[src/rtl/mmio_io_responder.sv]
// Memory-mapped I/O target for the core load/store port: switches, debounced
// buttons with sticky W1C edge flags, and an eight-digit seven-segment display.
module mmio_io_responder #(
  parameter logic [31:0] BASE_ADDR       = 32'hFFFF_0000,
  parameter int          DEBOUNCE_CYCLES = 16
) (
  input  logic        clk,
  input  logic        rst,
  input  logic        req_valid,
  output logic        req_ready,
  input  logic        req_write,
  input  logic [31:0] req_addr,
  input  logic [31:0] req_wdata,
  output logic        rsp_valid,
  output logic [31:0] rsp_rdata,
  output logic        rsp_error,
  input  logic [15:0] switch_array,
  input  logic        button0,
  input  logic        button1,
  input  logic        button2,
  input  logic        button3,
  output logic [6:0]  seg0,
  output logic [6:0]  seg1,
  output logic [6:0]  seg2,
  output logic [6:0]  seg3,
  output logic [6:0]  seg4,
  output logic [6:0]  seg5,
  output logic [6:0]  seg6,
  output logic [6:0]  seg7
);

  localparam int CW = (DEBOUNCE_CYCLES > 2) ? $clog2(DEBOUNCE_CYCLES) : 1;

  typedef enum logic {IDLE = 1'b0, RESP = 1'b1} state_e;

  function automatic logic [6:0] hex_font(input logic [3:0] n);
    logic [6:0] f;
    case (n)
      4'h0: f = 7'h40;  4'h1: f = 7'h79;  4'h2: f = 7'h24;  4'h3: f = 7'h30;
      4'h4: f = 7'h19;  4'h5: f = 7'h12;  4'h6: f = 7'h02;  4'h7: f = 7'h78;
      4'h8: f = 7'h00;  4'h9: f = 7'h10;  4'hA: f = 7'h08;  4'hB: f = 7'h03;
      4'hC: f = 7'h46;  4'hD: f = 7'h21;  4'hE: f = 7'h06;  4'hF: f = 7'h0E;
      default: f = 7'h7F;
    endcase
    return f;
  endfunction

  state_e          state_q;
  logic            rsp_valid_q;
  logic [31:0]     rsp_rdata_q;
  logic            rsp_error_q;
  logic [15:0]     sw_meta_q, sw_sync_q;
  logic [3:0]      btn_meta_q, btn_sync_q;
  logic [3:0]      deb_q, deb_d;
  logic [CW-1:0]   cnt_q [4];
  logic [CW-1:0]   cnt_d [4];
  logic [3:0]      flags_q, flags_d;
  logic [31:0]     hex_q;
  logic [7:0]      seg_en_q;
  logic [6:0]      seg_q [8];

  logic            hit_s, err_s, accept_s, wr_ok_s;
  logic [2:0]      reg_sel_s;
  logic [31:0]     rdata_s;
  logic [3:0]      rise_s, clr_s;
  logic [3:0]      btn_raw_s;

  assign btn_raw_s = {button3, button2, button1, button0};
  assign reg_sel_s = req_addr[4:2];
  assign hit_s     = (req_addr[31:5] == BASE_ADDR[31:5]);
  assign err_s     = (req_addr[1:0] != 2'b00) || !hit_s || (reg_sel_s > 3'd4);
  assign req_ready = rst && (state_q == IDLE);
  assign accept_s  = req_valid && req_ready;
  assign wr_ok_s   = accept_s && req_write && !err_s;

  // Read mux; erroring accesses return zero.
  always_comb begin
    rdata_s = 32'h0000_0000;
    if (!err_s) begin
      case (reg_sel_s)
        3'd0:    rdata_s = {16'h0000, sw_sync_q};
        3'd1:    rdata_s = {28'h000_0000, deb_q};
        3'd2:    rdata_s = {28'h000_0000, flags_q};
        3'd3:    rdata_s = hex_q;
        3'd4:    rdata_s = {24'h00_0000, seg_en_q};
        default: rdata_s = 32'h0000_0000;
      endcase
    end else begin
      rdata_s = 32'h0000_0000;
    end
  end

  // Debounce: a button flips only after DEBOUNCE_CYCLES consecutive disagreeing samples.
  always_comb begin
    deb_d = deb_q;
    for (int i = 0; i < 4; i++) begin
      if (btn_sync_q[i] == deb_q[i]) begin
        cnt_d[i] = '0;
      end else if (cnt_q[i] == CW'(DEBOUNCE_CYCLES - 1)) begin
        deb_d[i] = btn_sync_q[i];
        cnt_d[i] = '0;
      end else begin
        cnt_d[i] = cnt_q[i] + CW'(1);
      end
    end
    rise_s = deb_d & ~deb_q;
  end

  // Sticky edge flags; a new rising edge beats a simultaneous clear.
  always_comb begin
    if (wr_ok_s && (reg_sel_s == 3'd2)) begin
      clr_s = req_wdata[3:0];
    end else begin
      clr_s = 4'h0;
    end
    flags_d = (flags_q & ~clr_s) | rise_s;
  end

  // Input synchronisers and debounce state.
  always_ff @(posedge clk) begin
    if (!rst) begin
      sw_meta_q  <= 16'h0000;
      sw_sync_q  <= 16'h0000;
      btn_meta_q <= 4'h0;
      btn_sync_q <= 4'h0;
      deb_q      <= 4'h0;
      for (int i = 0; i < 4; i++) cnt_q[i] <= '0;
    end else begin
      sw_meta_q  <= switch_array;
      sw_sync_q  <= sw_meta_q;
      btn_meta_q <= btn_raw_s;
      btn_sync_q <= btn_meta_q;
      deb_q      <= deb_d;
      for (int i = 0; i < 4; i++) cnt_q[i] <= cnt_d[i];
    end
  end

  // Writable registers.
  always_ff @(posedge clk) begin
    if (!rst) begin
      hex_q    <= 32'h0000_0000;
      seg_en_q <= 8'hFF;
      flags_q  <= 4'h0;
    end else begin
      if (wr_ok_s && (reg_sel_s == 3'd3)) hex_q <= req_wdata;
      if (wr_ok_s && (reg_sel_s == 3'd4)) seg_en_q <= req_wdata[7:0];
      flags_q <= flags_d;
    end
  end

  // Registered segment drivers.
  always_ff @(posedge clk) begin
    if (!rst) begin
      for (int i = 0; i < 8; i++) seg_q[i] <= 7'h40;
    end else begin
      for (int i = 0; i < 8; i++)
        seg_q[i] <= seg_en_q[i] ? hex_font(hex_q[i*4 +: 4]) : 7'h7F;
    end
  end

  // Request/response FSM with registered response outputs.
  always_ff @(posedge clk) begin
    if (!rst) begin
      state_q     <= IDLE;
      rsp_valid_q <= 1'b0;
      rsp_rdata_q <= 32'h0000_0000;
      rsp_error_q <= 1'b0;
    end else begin
      case (state_q)
        IDLE: begin
          if (accept_s) begin
            state_q     <= RESP;
            rsp_valid_q <= 1'b1;
            rsp_rdata_q <= rdata_s;
            rsp_error_q <= err_s;
          end else begin
            rsp_valid_q <= 1'b0;
          end
        end
        RESP: begin
          state_q     <= IDLE;
          rsp_valid_q <= 1'b0;
        end
        default: begin
          state_q     <= IDLE;
          rsp_valid_q <= 1'b0;
        end
      endcase
    end
  end

  assign rsp_valid = rsp_valid_q;
  assign rsp_rdata = rsp_rdata_q;
  assign rsp_error = rsp_error_q;
  assign seg0 = seg_q[0];
  assign seg1 = seg_q[1];
  assign seg2 = seg_q[2];
  assign seg3 = seg_q[3];
  assign seg4 = seg_q[4];
  assign seg5 = seg_q[5];
  assign seg6 = seg_q[6];
  assign seg7 = seg_q[7];

endmodule

[config.mk]
export PLATFORM = sky130hd
export DESIGN_NAME = mmio_io_responder
export DESIGN_NICKNAME = d
export VERILOG_FILES = /design/src/rtl/mmio_io_responder.sv
export SDC_FILE = /design/constraint.sdc
export NUM_CORES = 1
export LEC_CHECK = 0
export ABC_AREA = 1
export BUFFER_PORTS_ARGS = -buffer_cell sky130_fd_sc_hd__buf_2
export CAP_MARGIN = 30
export CORE_MARGIN = 4
export CORE_UTILIZATION = 58
export CTS_BUF_LIST = sky130_fd_sc_hd__clkbuf_8
export DETAILED_ROUTE_END_ITERATION = 8
export HOLD_SLACK_MARGIN = 0.1
export PLACE_DENSITY_LB_ADDON = 0.3
export REMOVE_ABC_BUFFERS = 1
export SYNTH_ARGS = -nofsm -noshare
export SYNTH_HDL_FRONTEND = slang
export SYNTH_SLANG_ARGS = --single-unit
[constraint.sdc]
create_clock -name clk -period 2.5 [get_ports clk]
set_clock_uncertainty 0.2 [all_clocks]
set_input_delay 0.125 -clock clk [delete_from_list [all_inputs] [get_ports clk]]
set_output_delay 0.125 -clock clk [all_outputs]
set_load 0.01 [all_outputs]
==> results of run 1 <==
[worst max-delay path, cell delays in order, from the launching register on]
cell and delay (ns):
dfxtp_1 0.36, nor2_8 0.13, nand2_4 0.06, nor2_4 0.15, buf_6 0.20, nand4_1 0.11, dlygate4sd3_1 0.60, nand3_1 0.09
dlygate4sd3_1 0.55
[final timing paths]
| kind | startpoint | end |
|---|---|---|
| max | rsp_valid | seg_en_q[7] |
| max reg2reg | rsp_valid | seg_en_q[7] |
| min reg2reg | flip-flop | seg_q[0][20] |
| min | req_addr[2] | rsp_rdata[6] |
[cells by family after synthesis]
group / count (synthesis)
xor gates and xnor gates: 8
DFF: 250
AOI/OAI and AO/OA: 94
buffers and inverters: 251
muxes: 1
adders and majority gates: 52
and+or+nand+nor: 744
[what timing repair did]
action | in CTS | in global routing
setup endpoints to repair | 0 | 32
hold buffers | 102 | 0
buffers inserted | 0 | 4
gates resized for setup | 0 | 14
endpoints found under the hold margin | 179 | 0
[per-layer routing]
| metal | global-route usage | vias up | wire [µm] |
|---|---|---|---|
| li1 | - | 5055 | - |
| met1 | 0.333 | 4681 | 12100 |
| met2 | 0.489 | 429 | 14500 |
| met3 | 0.0559 | 86 | 2290 |
| met4 | 0.106 | 0 | 944 |
| met5 | 0 | - | 0 |
[layout make-up]
cell class,count,area share
Clock buffer,50,0.0493
Clock inverter,21,0.00789
Inverter,206,0.0554
Multi-Input combinational cell,899,0.344
Sequential cell,250,0.359
Tap cell,229,0.0205
Timing Repair Buffer,322,0.164
[through the flow]
step / hold WS [ns] / TNS [ns] / setup slack, ns / power [µW]
floorplan: -0.00635 / -58.01 / -0.952 / 4220
finish: 0.0666 / -0.0109 / -0.0109 / 7880
global placement: 0.106 / 0 / 0.170 / 4400
CTS: 0.105 / 0 / 0.0278 / 7900
detailed placement: 0.110 / 0 / 0.145 / 4400
global route: 0.0841 / -0.393 / -0.0988 / 8140
[power by group]
part / internal, µW / switching (µW) / total [µW] / leakage [µW]
clock: 1900 / 1540 / 3440 / 0.000474
combinational: 183 / 223 / 406 / 0.00483
sequential: 4020 / 13.6 / 4030 / 0.00202
total: 6100 / 1780 / 7880 / 0.00732
[layout by cell type (no fill, tap or decap), drive strengths merged]
cell type and instances:
xnor2 4, a21oi 45, clkinv 2, nand2 390, ha 52, o31ai 1, xor2 4, dlymetal6s4s 1
nor3 1, o22ai 1, nor2 157, inv 223, buf 220, nand4 68, dfxtp 250, o211ai 13
o221ai 2, dlygate4sd3 100, a31oi 8, nand3 123, o21ai 21, bufinv 1, clkbuf 51, a211oi 3
clkinvlp 1, nand3b 5, mux2i 1
==> flow_summary.ini, run 1 <==
[synth]
ys.flop_type = dfxtp_1
synth_top_family_by_area = simple AND/OR/NAND/NOR gates
synth_mux_area_frac = 0.000930
synth.distinct_cells = 37
synth.largest_area_cell = dfxtp_1
ys_ff_latch = 250
synth_xor_area_frac = 0.00651
synth_top_area_frac = 0.465
synth_cells = 1400
synth_common_cells = 383 x nand2_1, 250 x dfxtp_1, 186 x inv_1
synth_edf_count = 0
mappedNetlistArea_um2 = 10800
synth_compound_gate_area_share = 0.0494
synthSimpleGateAreaFrac = 0.326
synth.area.top_cells = dfxtp_1 47%, nand2_1 13%, inv_1 6.5%
avgSynthCellArea_um2 = 7.69
synth.most_common_cell = nand2_1
ys_warn_count = 0
synth_adder_area_share = 0.0605
seq_area_frac_synth = 0.465
synth_async_sr_flop_share = 0

[clock_network]
clkTransAtPathRegs_ns = 0.07
cts_tree = built
cts_max_level = 2
cts_buffers = 39
clock_path_buffers = 3
cts_root_buf = clkbuf_8
cts.sinks = 250
clk_latency_ns = 0.54

[place]
gp_congestion = 0.911
hpwl_mm = 18.2
portBuffers = 178
placed_area_um2 = 12000
dp_cells = 1800

[worst_setup_path]
r2r_slack_ns = -0.01
cp.required_ns = 2.78
endpoint_kind = flip-flop
crit_type = flip-flop to flip-flop
crit_fanout = 12
r2r_cells = 8
start_kind = flip-flop
crit_arrival_ns = 2.79

[cells_and_area]
fin_cells = 1977
antennaDiodeCount = 0
syn_to_final_growth_pct = 29.7
layout.nets = 1858
multi_input_area_um2 = 4810
fill_cells = 1280
drive_gt1_frac = 0.203
final_util = 0.771
regArea_um2 = 5000
design_area_um2 = 14000

[timing]
timing.final.max_slew_violations = 0
rsz0062_at_grt = yes
fin_ws_ns = -0.0109
max_slew_margin = 0.334
setup_violations = 1
finalCritPeriodShare = 1.00
tightest_slew_ns = 1.00
finalCriticalPeriod_ns = 2.51
fmax_ghz = 0.398
finalHoldViolations = 0

[min_path]
hold_path_class = input port to flip-flop
hold_depth = 6

[floorplan]
start_util = 0.595
die-area_um2 = 20800
pin_count = 179
row_count = 49
die_height_um = 144
core_area_um2 = 18100
die_width_um = 144

[job]
drv_cap = 0

[detailed_routing]
vias = 10300
first_iter_violations = 694
first_pass_iters = 7
wl_per_cell_um = 15.1
drc_errors = 0
antenna_left = 0
wirelength_mm = 29.9
vias_per_cell = 5.19

[power_and_ir_drop]
p_leak_uw = 0.00732
peakVddDrop_mv = 0.476
p_per_area_nw_per_um2 = 565

[grt]
track_usage = 0.277
grt_max_degree = 109
antenna_found_initial = 0
grt_first_pass_wirelength_mm = 46.8
grt_pass1_vias = 9914
grt_overflow = 0

[status]
violations = setup timing
status = complete, but fails checks
Power figures use the tool's default switching activity.
==> run 2: changes to the inputs <==
Settings changed: SETUP_SLACK_MARGIN set to 0.4.
==> flow_summary.ini, run 2 (synthesized netlist as in run 1, its figures left out) <==
[floorplan]
die-area_um2 = 20800
die_width_um = 144
core_area_um2 = 18100
die_height_um = 144
start_util = 0.595
pin_count = 179
row_count = 49

[detailed_routing]
drc_errors = 0
wl_met1_mm = 12.5
wl_met3_mm = 2.50
antenna_left = 0
wirelength_mm = 32.0
vias = 10600
dr.max_layer_used = met4
vias_per_cell = 5.30
route.met2.wl_mm = 15.7
wl_per_cell_um = 16.0
first_iter_violations = 795
first_pass_iters = 5

[timing]
finalCriticalPeriod_ns = 2.28
fmax_ghz = 0.438
timing.final.max_slew_violations = 0
tightest_slew_ns = 1.00
finalCritPeriodShare = 0.913
finalHoldViolations = 0
setup_tns_ns = 0
rsz0062_at_grt = yes
setup_violations = 0
max_slew_margin = 0.332

[cells_and_area]
drive_gt1_frac = 0.256
final_cell_mix = 364 x nand2_1, 249 x dfxtp_1, 195 x inv_1, 177 x buf_2, 127 x nor2_1
layout.nets = 1887
syn_to_final_growth_pct = 36.1
final_common_cell = nand2_1
antennaDiodeCount = 0

[worst_setup_path]
endpoint_kind = flip-flop
path_delay_family = simple AND/OR/NAND/NOR gates
critPathMostFrequentCell = nand2_4
crit_arrival_ns = 2.50
cp.required_ns = 2.72
critPathBufInv = 4
crit_fanout = 7
r2r_start = rsp_valid
critPathSlowestCell = dfxtp_4
slowest_delay_ns = 0.36
start_kind = flip-flop
r2r_slack_ns = 0.22
worstPathCellList = nor2_8 > nand2_4 > nor2_4 > nand4_4 > buf_12 > buf_8 > nand2_4 > nand3_4 > inv_4 > ha_4 > inv_2 > nand4_1 > nand3_1 > nand2_1
crit_type = flip-flop to flip-flop
r2r_cells = 14

[status]
status = finished clean

[power_and_ir_drop]
p_leak_uw = 0.00747
peakVddDrop_mv = 0.491
p_per_area_nw_per_um2 = 539
power_uw = 7890

[clock_network]
cts_tree = built
cts_root_buf = clkbuf_8
cts_max_level = 2
cts_buffers = 39
cts.sinks = 250
clk_latency_ns = 0.53
clock_path_buffers = 3
clkTransAtPathRegs_ns = 0.06

[min_path]
hold_path.startpoint = req_addr[3]
hold_depth = 6
holdPathEnd = flags_q[0]
hold_path_class = input port to flip-flop

[grt]
grt_overflow = 0
grt_pass1_vias = 9992
antenna_found_initial = 0
grt_first_pass_wirelength_mm = 47.4
grt_max_degree = 109
track_usage = 0.281

[job]
drv_cap = 0

[place]
hpwl_mm = 18.2
portBuffers = 178
gp_congestion = 0.911
==> run 2: worst max-delay path by stage <==
stage	from	end	slack, ns	cells past startpoint
after detailed placement	req_addr[13]	flip-flop	0.15	16
after global routing	rsp_valid	flip-flop	0.05	13
after global placement	req_addr[13]	flip-flop	0.17	16
final	rsp_valid	flip-flop	0.22	14
after floorplan	rst	flip-flop	-0.95	13
after CTS	rsp_valid	flip-flop	0.24	13
==> run 2: report_power, final <==
part,switching [µW],internal (µW)
Clock,1550,1900
Combinational,232,186
Sequential,14.0,4020
Total,1790,6100
==> run 2: what timing repair did <==
action | 4_1_cts | 5_1_grt
hold endpoints to repair | 179 | 0
pin swaps | 7 | 39
cloned | 0 | 6
setup endpoints to repair | 65 | 75
gates resized for setup | 41 | 91
setup buffers | 9 | 30
hold buffers | 90 | 0
==> run 2: final cells by class <==
class | instances | area (µm²)
clock buffer | 50 | 688
clock inverter | 21 | 110
fill | 1124 | 3450
inverter | 206 | 786
multi-input combinational | 904 | 5270
sequential | 250 | 5010
tap | 229 | 287
timing repair buffer | 346 | 2490
==> run 2: per-stage QoR <==
step           hold slack [ns]  area (µm²)  utilization  std cells  setup slack [ns]
4_1_cts                  0.105       14000        0.771       1970             0.238
6_report                 0.145       14600        0.809       2006             0.218
5_1_grt                  0.206       14600        0.809       2006            0.0535
2_1_floorplan         -0.00635       10600            -       1355            -0.952
3_5_place_dp             0.110       12000        0.666       1800             0.145
3_3_place_gp             0.106       12000        0.666       1800             0.170
==> run 2: tightest hold or removal path: cells and delay by family <==
family / cells / cell delay, ns
AOI/OAI and AO/OA: 2 / 0.18
and+or+nand+nor: 2 / 0.30
buffers and inverters: 2 / 0.22
==> run 2: per-layer routing <==
metal / vias to the layer above / track usage
met5: - / 0
li1: 5131 / -
met1: 4905 / 0.336
met2: 477 / 0.497
met4: 0 / 0.117
met3: 120 / 0.0529
